File: config.mk
export PLATFORM = sky130hd
export DESIGN_NAME = bus_xfer_ctrl_flat
export DESIGN_NICKNAME = d
export VERILOG_FILES = /design/src/rtl/bus_xfer_ctrl_if.sv /design/src/rtl/bus_xfer_ctrl.sv /design/src/flat_wrapper.sv
export SDC_FILE = /design/constraint.sdc
export NUM_CORES = 1
export LEC_CHECK = 0
export CORE_MARGIN = 2
export CORE_UTILIZATION = 25
export DETAILED_ROUTE_END_ITERATION = 12
export GPL_TIMING_DRIVEN = 0
export PLACE_DENSITY_LB_ADDON = 0.1
export SLEW_MARGIN = 15
export SYNTH_ARGS = -nofsm -noshare
export SYNTH_HDL_FRONTEND = slang
export SYNTH_SLANG_ARGS = --single-unit
File: constraint.sdc
create_clock -name clk -period 2.5 [get_ports clk]
set_input_delay 0.25 -clock clk [delete_from_list [all_inputs] [get_ports clk]]
set_output_delay 0.25 -clock clk [all_outputs]
set_load 0.1 [all_outputs]
File: src/rtl/bus_xfer_ctrl_if.sv
// Request and register-strobe bundle between the decoder/register file and the
// transfer sequencer.
interface bus_xfer_ctrl_if #(
   parameter int unsigned NREG = 4,
   parameter int unsigned SELW = 2
);
   logic            start;
   logic [SELW-1:0] src;
   logic [SELW-1:0] dst;
   logic            bus_sel;
   logic            src_imm;
   logic [7:0]      imm;

   logic [NREG-1:0] rd_data_en;
   logic [NREG-1:0] wr_data_en;
   logic [NREG-1:0] rd_addr_en;
   logic [NREG-1:0] wr_addr_en;
   logic            imm_oe;
   logic [7:0]      imm_q;
   logic            busy;
   logic            done;
   logic            err;

   // Sequencer side: takes requests, drives register strobes.
   modport master (
      input  start, src, dst, bus_sel, src_imm, imm,
      output rd_data_en, wr_data_en, rd_addr_en, wr_addr_en,
      output imm_oe, imm_q, busy, done, err
   );

   // Decoder / register-file side.
   modport slave (
      output start, src, dst, bus_sel, src_imm, imm,
      input  rd_data_en, wr_data_en, rd_addr_en, wr_addr_en,
      input  imm_oe, imm_q, busy, done, err
   );
endinterface

File: src/rtl/bus_xfer_ctrl.sv
// Register-to-register / immediate-to-register transfer sequencer: turns one
// request into drive-then-write strobes on the shared data or address bus.
module bus_xfer_ctrl #(
   parameter int unsigned NREG = 4,
   parameter int unsigned SELW = 2
) (
   input  logic           clk,
   input  logic           rst_n,
   bus_xfer_ctrl_if.master bus
);
   typedef enum logic [2:0] {IDLE, DRIVE, WRITE, DONE, ERR} state_t;

   state_t          state;
   logic [SELW-1:0] src_q;
   logic [SELW-1:0] dst_q;
   logic            bus_sel_q;
   logic            src_imm_q;

   logic [NREG-1:0] rd_data_en_r;
   logic [NREG-1:0] wr_data_en_r;
   logic [NREG-1:0] rd_addr_en_r;
   logic [NREG-1:0] wr_addr_en_r;
   logic            imm_oe_r;
   logic [7:0]      imm_q_r;
   logic            busy_r;
   logic            done_r;
   logic            err_r;

   logic [NREG-1:0] src_oh_c;
   logic [NREG-1:0] dst_oh_c;

   assign src_oh_c = NREG'(1) << src_q;
   assign dst_oh_c = NREG'(1) << dst_q;

   // Outputs are registered from the state being left, so each state's strobes
   // appear for the cycle after that state was occupied.
   always_ff @(posedge clk) begin
      if (!rst_n) begin
         state        <= IDLE;
         src_q        <= '0;
         dst_q        <= '0;
         bus_sel_q    <= 1'b0;
         src_imm_q    <= 1'b0;
         rd_data_en_r <= '0;
         wr_data_en_r <= '0;
         rd_addr_en_r <= '0;
         wr_addr_en_r <= '0;
         imm_oe_r     <= 1'b0;
         imm_q_r      <= 8'h00;
         busy_r       <= 1'b0;
         done_r       <= 1'b0;
         err_r        <= 1'b0;
      end else begin
         rd_data_en_r <= '0;
         wr_data_en_r <= '0;
         rd_addr_en_r <= '0;
         wr_addr_en_r <= '0;
         imm_oe_r     <= 1'b0;
         busy_r       <= 1'b0;
         done_r       <= 1'b0;
         err_r        <= 1'b0;

         case (state)
            IDLE: begin
               if (bus.start) begin
                  src_q     <= bus.src;
                  dst_q     <= bus.dst;
                  bus_sel_q <= bus.bus_sel;
                  src_imm_q <= bus.src_imm;
                  imm_q_r   <= bus.imm;
                  if ((bus.src_imm && bus.bus_sel) ||
                      (32'(bus.dst) >= NREG) ||
                      (!bus.src_imm && (32'(bus.src) >= NREG))) begin
                     state <= ERR;
                  end else if (!bus.src_imm && (bus.src == bus.dst)) begin
                     state <= DONE;
                  end else begin
                     state <= DRIVE;
                  end
               end
            end

            DRIVE, WRITE: begin
               busy_r <= 1'b1;
               if (src_imm_q)      imm_oe_r     <= 1'b1;
               else if (bus_sel_q) rd_addr_en_r <= src_oh_c;
               else                rd_data_en_r <= src_oh_c;
               // Write strobe only once the source has held the bus a full cycle.
               if (state == WRITE) begin
                  if (bus_sel_q) wr_addr_en_r <= dst_oh_c;
                  else           wr_data_en_r <= dst_oh_c;
               end
               state <= (state == DRIVE) ? WRITE : DONE;
            end

            DONE: begin
               done_r <= 1'b1;
               state  <= IDLE;
            end

            ERR: begin
               err_r <= 1'b1;
               state <= IDLE;
            end

            default: state <= IDLE;
         endcase
      end
   end

   assign bus.rd_data_en = rd_data_en_r;
   assign bus.wr_data_en = wr_data_en_r;
   assign bus.rd_addr_en = rd_addr_en_r;
   assign bus.wr_addr_en = wr_addr_en_r;
   assign bus.imm_oe     = imm_oe_r;
   assign bus.imm_q      = imm_q_r;
   assign bus.busy       = busy_r;
   assign bus.done       = done_r;
   assign bus.err        = err_r;
endmodule

File: src/flat_wrapper.sv
// flat-port wrapper written by rule: the top's interface ports become plain ports
module bus_xfer_ctrl_flat 
#(
   parameter int unsigned NREG = 4,
   parameter int unsigned SELW = 2
)
  (clk, rst_n, bus_start, bus_src, bus_dst, bus_bus_sel, bus_src_imm, bus_imm, bus_rd_data_en, bus_wr_data_en, bus_rd_addr_en, bus_wr_addr_en, bus_imm_oe, bus_imm_q, bus_busy, bus_done, bus_err);
  bus_xfer_ctrl_if #(.NREG(NREG), .SELW(SELW)) bus_i ();
  input  logic clk;
  input  logic rst_n;
  input wire logic [$bits(bus_i.start)-1:0] bus_start;
  input wire logic [$bits(bus_i.src)-1:0] bus_src;
  input wire logic [$bits(bus_i.dst)-1:0] bus_dst;
  input wire logic [$bits(bus_i.bus_sel)-1:0] bus_bus_sel;
  input wire logic [$bits(bus_i.src_imm)-1:0] bus_src_imm;
  input wire logic [$bits(bus_i.imm)-1:0] bus_imm;
  output wire logic [$bits(bus_i.rd_data_en)-1:0] bus_rd_data_en;
  output wire logic [$bits(bus_i.wr_data_en)-1:0] bus_wr_data_en;
  output wire logic [$bits(bus_i.rd_addr_en)-1:0] bus_rd_addr_en;
  output wire logic [$bits(bus_i.wr_addr_en)-1:0] bus_wr_addr_en;
  output wire logic [$bits(bus_i.imm_oe)-1:0] bus_imm_oe;
  output wire logic [$bits(bus_i.imm_q)-1:0] bus_imm_q;
  output wire logic [$bits(bus_i.busy)-1:0] bus_busy;
  output wire logic [$bits(bus_i.done)-1:0] bus_done;
  output wire logic [$bits(bus_i.err)-1:0] bus_err;
  assign bus_i.start = bus_start;
  assign bus_i.src = bus_src;
  assign bus_i.dst = bus_dst;
  assign bus_i.bus_sel = bus_bus_sel;
  assign bus_i.src_imm = bus_src_imm;
  assign bus_i.imm = bus_imm;
  assign bus_rd_data_en = bus_i.rd_data_en;
  assign bus_wr_data_en = bus_i.wr_data_en;
  assign bus_rd_addr_en = bus_i.rd_addr_en;
  assign bus_wr_addr_en = bus_i.wr_addr_en;
  assign bus_imm_oe = bus_i.imm_oe;
  assign bus_imm_q = bus_i.imm_q;
  assign bus_busy = bus_i.busy;
  assign bus_done = bus_i.done;
  assign bus_err = bus_i.err;
  bus_xfer_ctrl #(.NREG(NREG), .SELW(SELW)) u_core (.clk(clk), .rst_n(rst_n), .bus(bus_i));
endmodule
==> flow_metrics.py, run 1 <==
metrics = {
    "timing": {
        "hold_violations": 0,
        "rsz0062_at_grt": "no",
        "fin_tns_setup_ps": 0,
        "worst_slack_ps": 487,
        "fin_crit_sh_pct": 80.5,
        "post-route-min-period_ps": 2010,
        "finClkSkew_ps": 1.97,
        "fmax_ghz": 0.497,
        "worst_slew_pin_slew_ps": 976,
        "setup_viol": 0,
        "slew_headroom_pct": 34.7,
        "finalMaxSlewViolations": 0,
    },
    "finish": {
        "final_cells": 255,
        "final_util_pct": 37.7,
        "syn2layout_area_growth_pct": 47.5,
        "fin_nets": 201,
        "diodes": 0,
        "drive_above_1_share_pct": 6.49,
    },
    "route": {
        "wire_per_inst_um": 11.3,
        "vias": 1027,
        "wl_mm": 2.89,
        "ant_nets": 0,
        "dr.pass1.iters": 4,
        "drt_iter0_markers": 42,
        "via_per_inst": 4.03,
        "drcViolationCount": 0,
    },
    "grt": {
        "grt_pass1_vias": 987,
        "grt_max_degree": 11,
        "antenna_found_initial": 0,
        "grt_overflow": 0,
        "grt_pass1_wl_mm": 4.63,
        "track_usage_pct": 11.4,
    },
    "yosys": {
        "syn_area_sq_um": 1280,
        "yosys_warnings": 0,
        "syn_nets": 150,
        "synth-seq-area-share_pct": 57.8,
        "syn-instance-count": 133,
        "post_synth.cell_area_avg_sq_um": 9.63,
        "ys_seq_elements": 37,
        "synth_cell_type_count": 23,
    },
    "job": {
        "cap_violations": 0,
    },
    "clock_network": {
        "htreeDepth": 2,
        "cts_buffer_depth": 2,
        "cts_resized": 0,
        "post_cts_buffers": 0,
        "clkLatencyLatePin_ps": 280,
        "cts_sinks": 37,
        "holdBufCountCts": 0,
        "tritoncts": "built",
        "cts-buffers-inserted": 5,
        "clkTransAtPathRegs_ps": 70,
        "cts-root-buf": "clkbuf_8",
    },
    "critical_path": {
        "cp-end-kind": "primary output",
        "path_max_fanout": 2,
        "path_cells": "clkdlybuf4s50_1",
        "cp_num_buf_inv": 1,
        "crit_type": "register to primary output",
        "crit_arrival_ps": 1760,
        "critPathSlowestCell": "clkdlybuf4s50_1",
        "cp.required_ps": 2250,
        "crit_family": "buffers and inverters",
        "cpPeakStageDelay_ps": 1140,
        "cp-start-kind": "register",
    },
    "power_and_ir_drop": {
        "switchingPower_w": 0.000405,
        "p_comb_share_pct": 22.6,
        "total_leakage_power_nw": 0.695,
        "power_density_nw_per_um2": 698,
        "pwr-share-seq_pct": 48.3,
        "vdd_ir_drop_max_mv": 0.363,
        "p_sw_share_pct": 30.7,
        "internal-power_w": 0.000913,
        "power_frac_clock_pct": 29.1,
    },
    "placement": {
        "gp_congestion": 0.784,
        "numPlacedInstances": 247,
        "port_buffers": 44,
        "dpl.hpwl_mm": 2.18,
        "post-place-ws_ps": 550,
    },
    "die": {
        "placement_rows": 26,
        "die_area_sq_um": 5710,
        "die_w_um": 75.6,
        "die_h_um": 75.6,
        "core_area_sq_um": 5010,
        "start_util_pct": 25.6,
        "ios": 45,
    },
    "min_path": {
        "min-delay-path-class": "register to register",
    },
    "outcome": {
        "status": "completed",
    },
}
-- power groups by stage --
| stage | Sequential, W | Clock, W | Combinational (W) |
|---|---|---|---|
| floorplan | 0.000770 | 0 | 0.0000912 |
| global placement | 0.000648 | 0 | 0.000299 |
| detailed placement | 0.000649 | 0 | 0.000301 |
| CTS | 0.000636 | 0.000404 | 0.000302 |
| global route | 0.000639 | 0.000436 | 0.000317 |
| finish | 0.000636 | 0.000384 | 0.000298 |
-- stage by stage --
step           cell area [sq um]  hold slack, ps  total power (W)
2_1_floorplan               1280             376         0.000861
3_3_place_gp                1810             443         0.000947
3_5_place_dp                1810             448         0.000950
4_1_cts                     1890             460          0.00134
5_1_grt                     1890             478          0.00139
6_report                    1890             455          0.00132
-- routing by layer --
metal	track usage, %	up-vias	routed length (um)
met5	0	-	0
met2	16.8	30	1370
li1	-	539	-
met4	5.85	0	22
met1	13.5	456	1280
met3	6.08	2	223
-- final timing paths --
| kind | from | endpoint | slack, ps | cells past startpoint |
|---|---|---|---|---|
| hold reg to reg | u_core.bus.imm_q[2] | u_core.bus.imm_q[2] | 450 | 2 |
| hold / removal | u_core.bus.imm_q[2] | u_core.bus.imm_q[2] | 450 | 2 |
| setup / recovery | u_core.bus.imm_q[7] | bus_imm_q[7] | 490 | 1 |
| setup reg to reg | u_core.state[0] | u_core.bus.imm_q[6] | 980 | 6 |
-- cell type report --
| type | count | area (sq um) |
|---|---|---|
| Clock buffer | 8 | 80.1 |
| Fill cell | 543 | 3120 |
| Tap cell | 70 | 87.6 |
| Multi-Input combinational cell | 90 | 497 |
| Buffer | 6 | 43.8 |
| Timing Repair Buffer | 44 | 440 |
| Sequential cell | 37 | 741 |
-- cell usage after synthesis, drive strengths merged --
cell    count  area (sq um)
clkbuf      1          3.75
nand2b      5          31.3
nand4b      2          17.5
nor3        5          25.0
and3        3          18.8
xnor2       1          8.76
xor2        3          26.3
nand2      32           120
a21oi       1          5.00
or4         1          7.51
a21boi     14           105
or4b        2          23.8
buf         5          40.0
nor2       17          63.8
nor4b       1          23.8
nor2b       1          6.26
nand3       1          5.00
o41ai       1          8.76
dfxtp      37           741
-- layout by cell type, fill, tap and decap left out --
cell              n
a21boi_0          4
a21boi_1         10
a21oi_1           1
and3_1            3
buf_2             2
buf_4             1
buf_6             2
clkbuf_1          4
clkbuf_8          5
clkdlybuf4s50_1  44
dfxtp_1          37
nand2_1          32
nand2b_1          5
nand3_1           1
nand4b_1          2
nor2_1           17
nor2b_1           1
nor3_1            5
nor4b_4           1
o41ai_1           1
or4_1             1
or4b_1            1
or4b_4            1
xnor2_1           1
xor2_1            3
-- sequential cells by signal, summed over array words and instances (netlist names), 2 cells and up --
name                   flops
u_core.bus.imm_q           8
u_core.bus.rd_addr_en      4
u_core.dst_q               2
u_core.bus.wr_data_en      4
u_core.src_q               2
u_core.state               3
u_core.bus.wr_addr_en      4
u_core.bus.rd_data_en      4
-- logic make-up after synthesis --
logic type	Yosys count	synth area share (%)
and+or+nand+nor	70	26.8
DFF	37	57.8
AOI/OAI and AO/OA	16	9.28
buffers and inverters	6	3.42
xor gates and xnor gates	4	2.73
-- worst reg2reg max path: cells and delay by family (launching register included) --
family          cells  cell delay [ps]
simple gates        2              580
buf+inv             3              470
compound gates      1               60
flops               1              310
Note: power is estimated with default switching activity, not from simulation.
==> run 2: changes to the inputs <==
- clock period: 2.5 -> 2 ns (I/O delays scaled with it)
==> flow_metrics.py, run 2 (synthesis gave the netlist of run 1 again) <==
metrics = {
    "timing": {
        "fmax_ghz": 0.513,
        "rsz0062_at_grt": "no",
        "worst_slew_pin_slew_ps": 976,
        "slew_headroom_pct": 34.7,
        "post-route-min-period_ps": 1950,
        "fin_tns_setup_ps": 0,
        "setup_viol": 0,
        "hold_violations": 0,
        "finalMaxSlewViolations": 0,
        "fin_crit_sh_pct": 97.4,
        "finClkSkew_ps": 2.43,
    },
    "critical_path": {
        "crit_arrival_ps": 1750,
        "path_cells": "clkdlybuf4s50_1",
        "cp_num_buf_inv": 1,
        "crit_family": "buffers and inverters",
        "crit_type": "register to primary output",
        "critPathSlowestCell": "clkdlybuf4s50_1",
        "cp.required_ps": 1800,
        "cp-start-kind": "register",
        "r2r_slack_ps": 490,
        "cpPeakStageDelay_ps": 1140,
        "cp-end-kind": "primary output",
        "path_max_fanout": 2,
    },
    "clock_network": {
        "cts_sinks": 37,
        "cts-root-buf": "clkbuf_8",
        "cts-buffers-inserted": 5,
        "clkTransAtPathRegs_ps": 70,
        "post_cts_buffers": 0,
        "tritoncts": "built",
        "clkLatencyLatePin_ps": 280,
        "htreeDepth": 2,
        "cts_buffer_depth": 2,
    },
    "finish": {
        "mostFrequentLayoutCells": "clkdlybuf4s50_1, dfxtp_1, nand2_1",
        "largest_reg_flops": 8,
        "fill_cells": 539,
        "fin_nets": 201,
        "drive_above_1_share_pct": 6.49,
        "syn2layout_area_growth_pct": 48.6,
        "final_common_cell": "clkdlybuf4s50_1",
        "diodes": 0,
    },
    "placement": {
        "port_buffers": 44,
        "dpl.hpwl_mm": 2.18,
        "gp_congestion": 0.784,
    },
    "route": {
        "via_per_inst": 4.02,
        "ant_nets": 0,
        "vias": 1026,
        "drt_iter0_markers": 47,
        "dr.pass1.iters": 4,
        "wire_per_inst_um": 11.3,
        "wl_mm": 2.88,
        "drcViolationCount": 0,
    },
    "die": {
        "die_area_sq_um": 5710,
        "start_util_pct": 25.6,
        "ios": 45,
        "placement_rows": 26,
        "die_w_um": 75.6,
        "core_area_sq_um": 5010,
        "die_h_um": 75.6,
    },
    "power_and_ir_drop": {
        "total_power_w": 0.00165,
        "total_leakage_power_nw": 0.795,
        "power_density_nw_per_um2": 865,
        "vdd_ir_drop_max_mv": 0.397,
    },
    "grt": {
        "track_usage_pct": 11.4,
        "grt_pass1_wl_mm": 4.63,
        "antenna_found_initial": 0,
        "grt_overflow": 0,
        "grt_pass1_vias": 987,
        "grt_max_degree": 11,
    },
    "job": {
        "cap_violations": 0,
    },
    "min_path": {
        "min-delay-path-class": "register to register",
    },
    "outcome": {
        "status": "completed",
    },
}
## run 2: cell types whose count changed in the layout (fill, tap and decap cells not counted)
cell and delta:
clkdlybuf4s50_1 -6, dlymetal6s2s_1 +6
## run 2: layer usage
layer / global-route usage (%) / part of all wire (%) / routed length [um]
met1: 13.5 / 44 / 1280
met2: 16.8 / 47 / 1360
met3: 6.08 / 7.7 / 223
met4: 5.85 / 0.76 / 22
met5: 0 / 0 / 0
## run 2: repair_timing
action	CTS	global route
gates resized for setup	0	6
hold buffers	0	0
hold endpoints to repair	0	0
setup endpoints to repair	0	6
## run 2: worst paths after layout
check / depth (start not counted) / startpoint / to
worst max-delay path: 1 / u_core.bus.imm_q[2] / bus_imm_q[2]
worst min-delay path: 2 / u_core.bus.imm_q[2] / u_core.bus.imm_q[2]
worst max register to register: 6 / u_core.state[0] / u_core.bus.imm_q[6]
worst min register to register: 2 / u_core.bus.imm_q[2] / u_core.bus.imm_q[2]
## run 2: report_power, final
part / switching, W / leakage, nW / total (W) / internal [W]
clock: 0.000233 / 0.0395 / 0.000481 / 0.000247
combinational: 0.000251 / 0.454 / 0.000372 / 0.000121
sequential: 0.0000221 / 0.301 / 0.000795 / 0.000773
total: 0.000507 / 0.795 / 0.00165 / 0.00114
## run 2: layout make-up
class,count,area [sq um],share of cell area (%)
clock buffers,8,80.1,4.20
multi-input cells,90,497,26.1
flip-flops and latches,37,741,38.9
plain buffers,6,43.8,2.30
repair buffers,44,455,23.9
well taps,70,87.6,4.60
## run 2: metrics by stage
step	instances	hold WS, ps	util [%]	instance area (sq um)	worst slack, ps
final	255	455	38.0	1900	51.2
after global routing	255	473	38.0	1900	9.98
after CTS	255	451	37.7	1890	16.9
after detailed placement	247	448	36.1	1810	100
after global placement	247	443	36.1	1810	156
after floorplan	133	326	-	1280	563
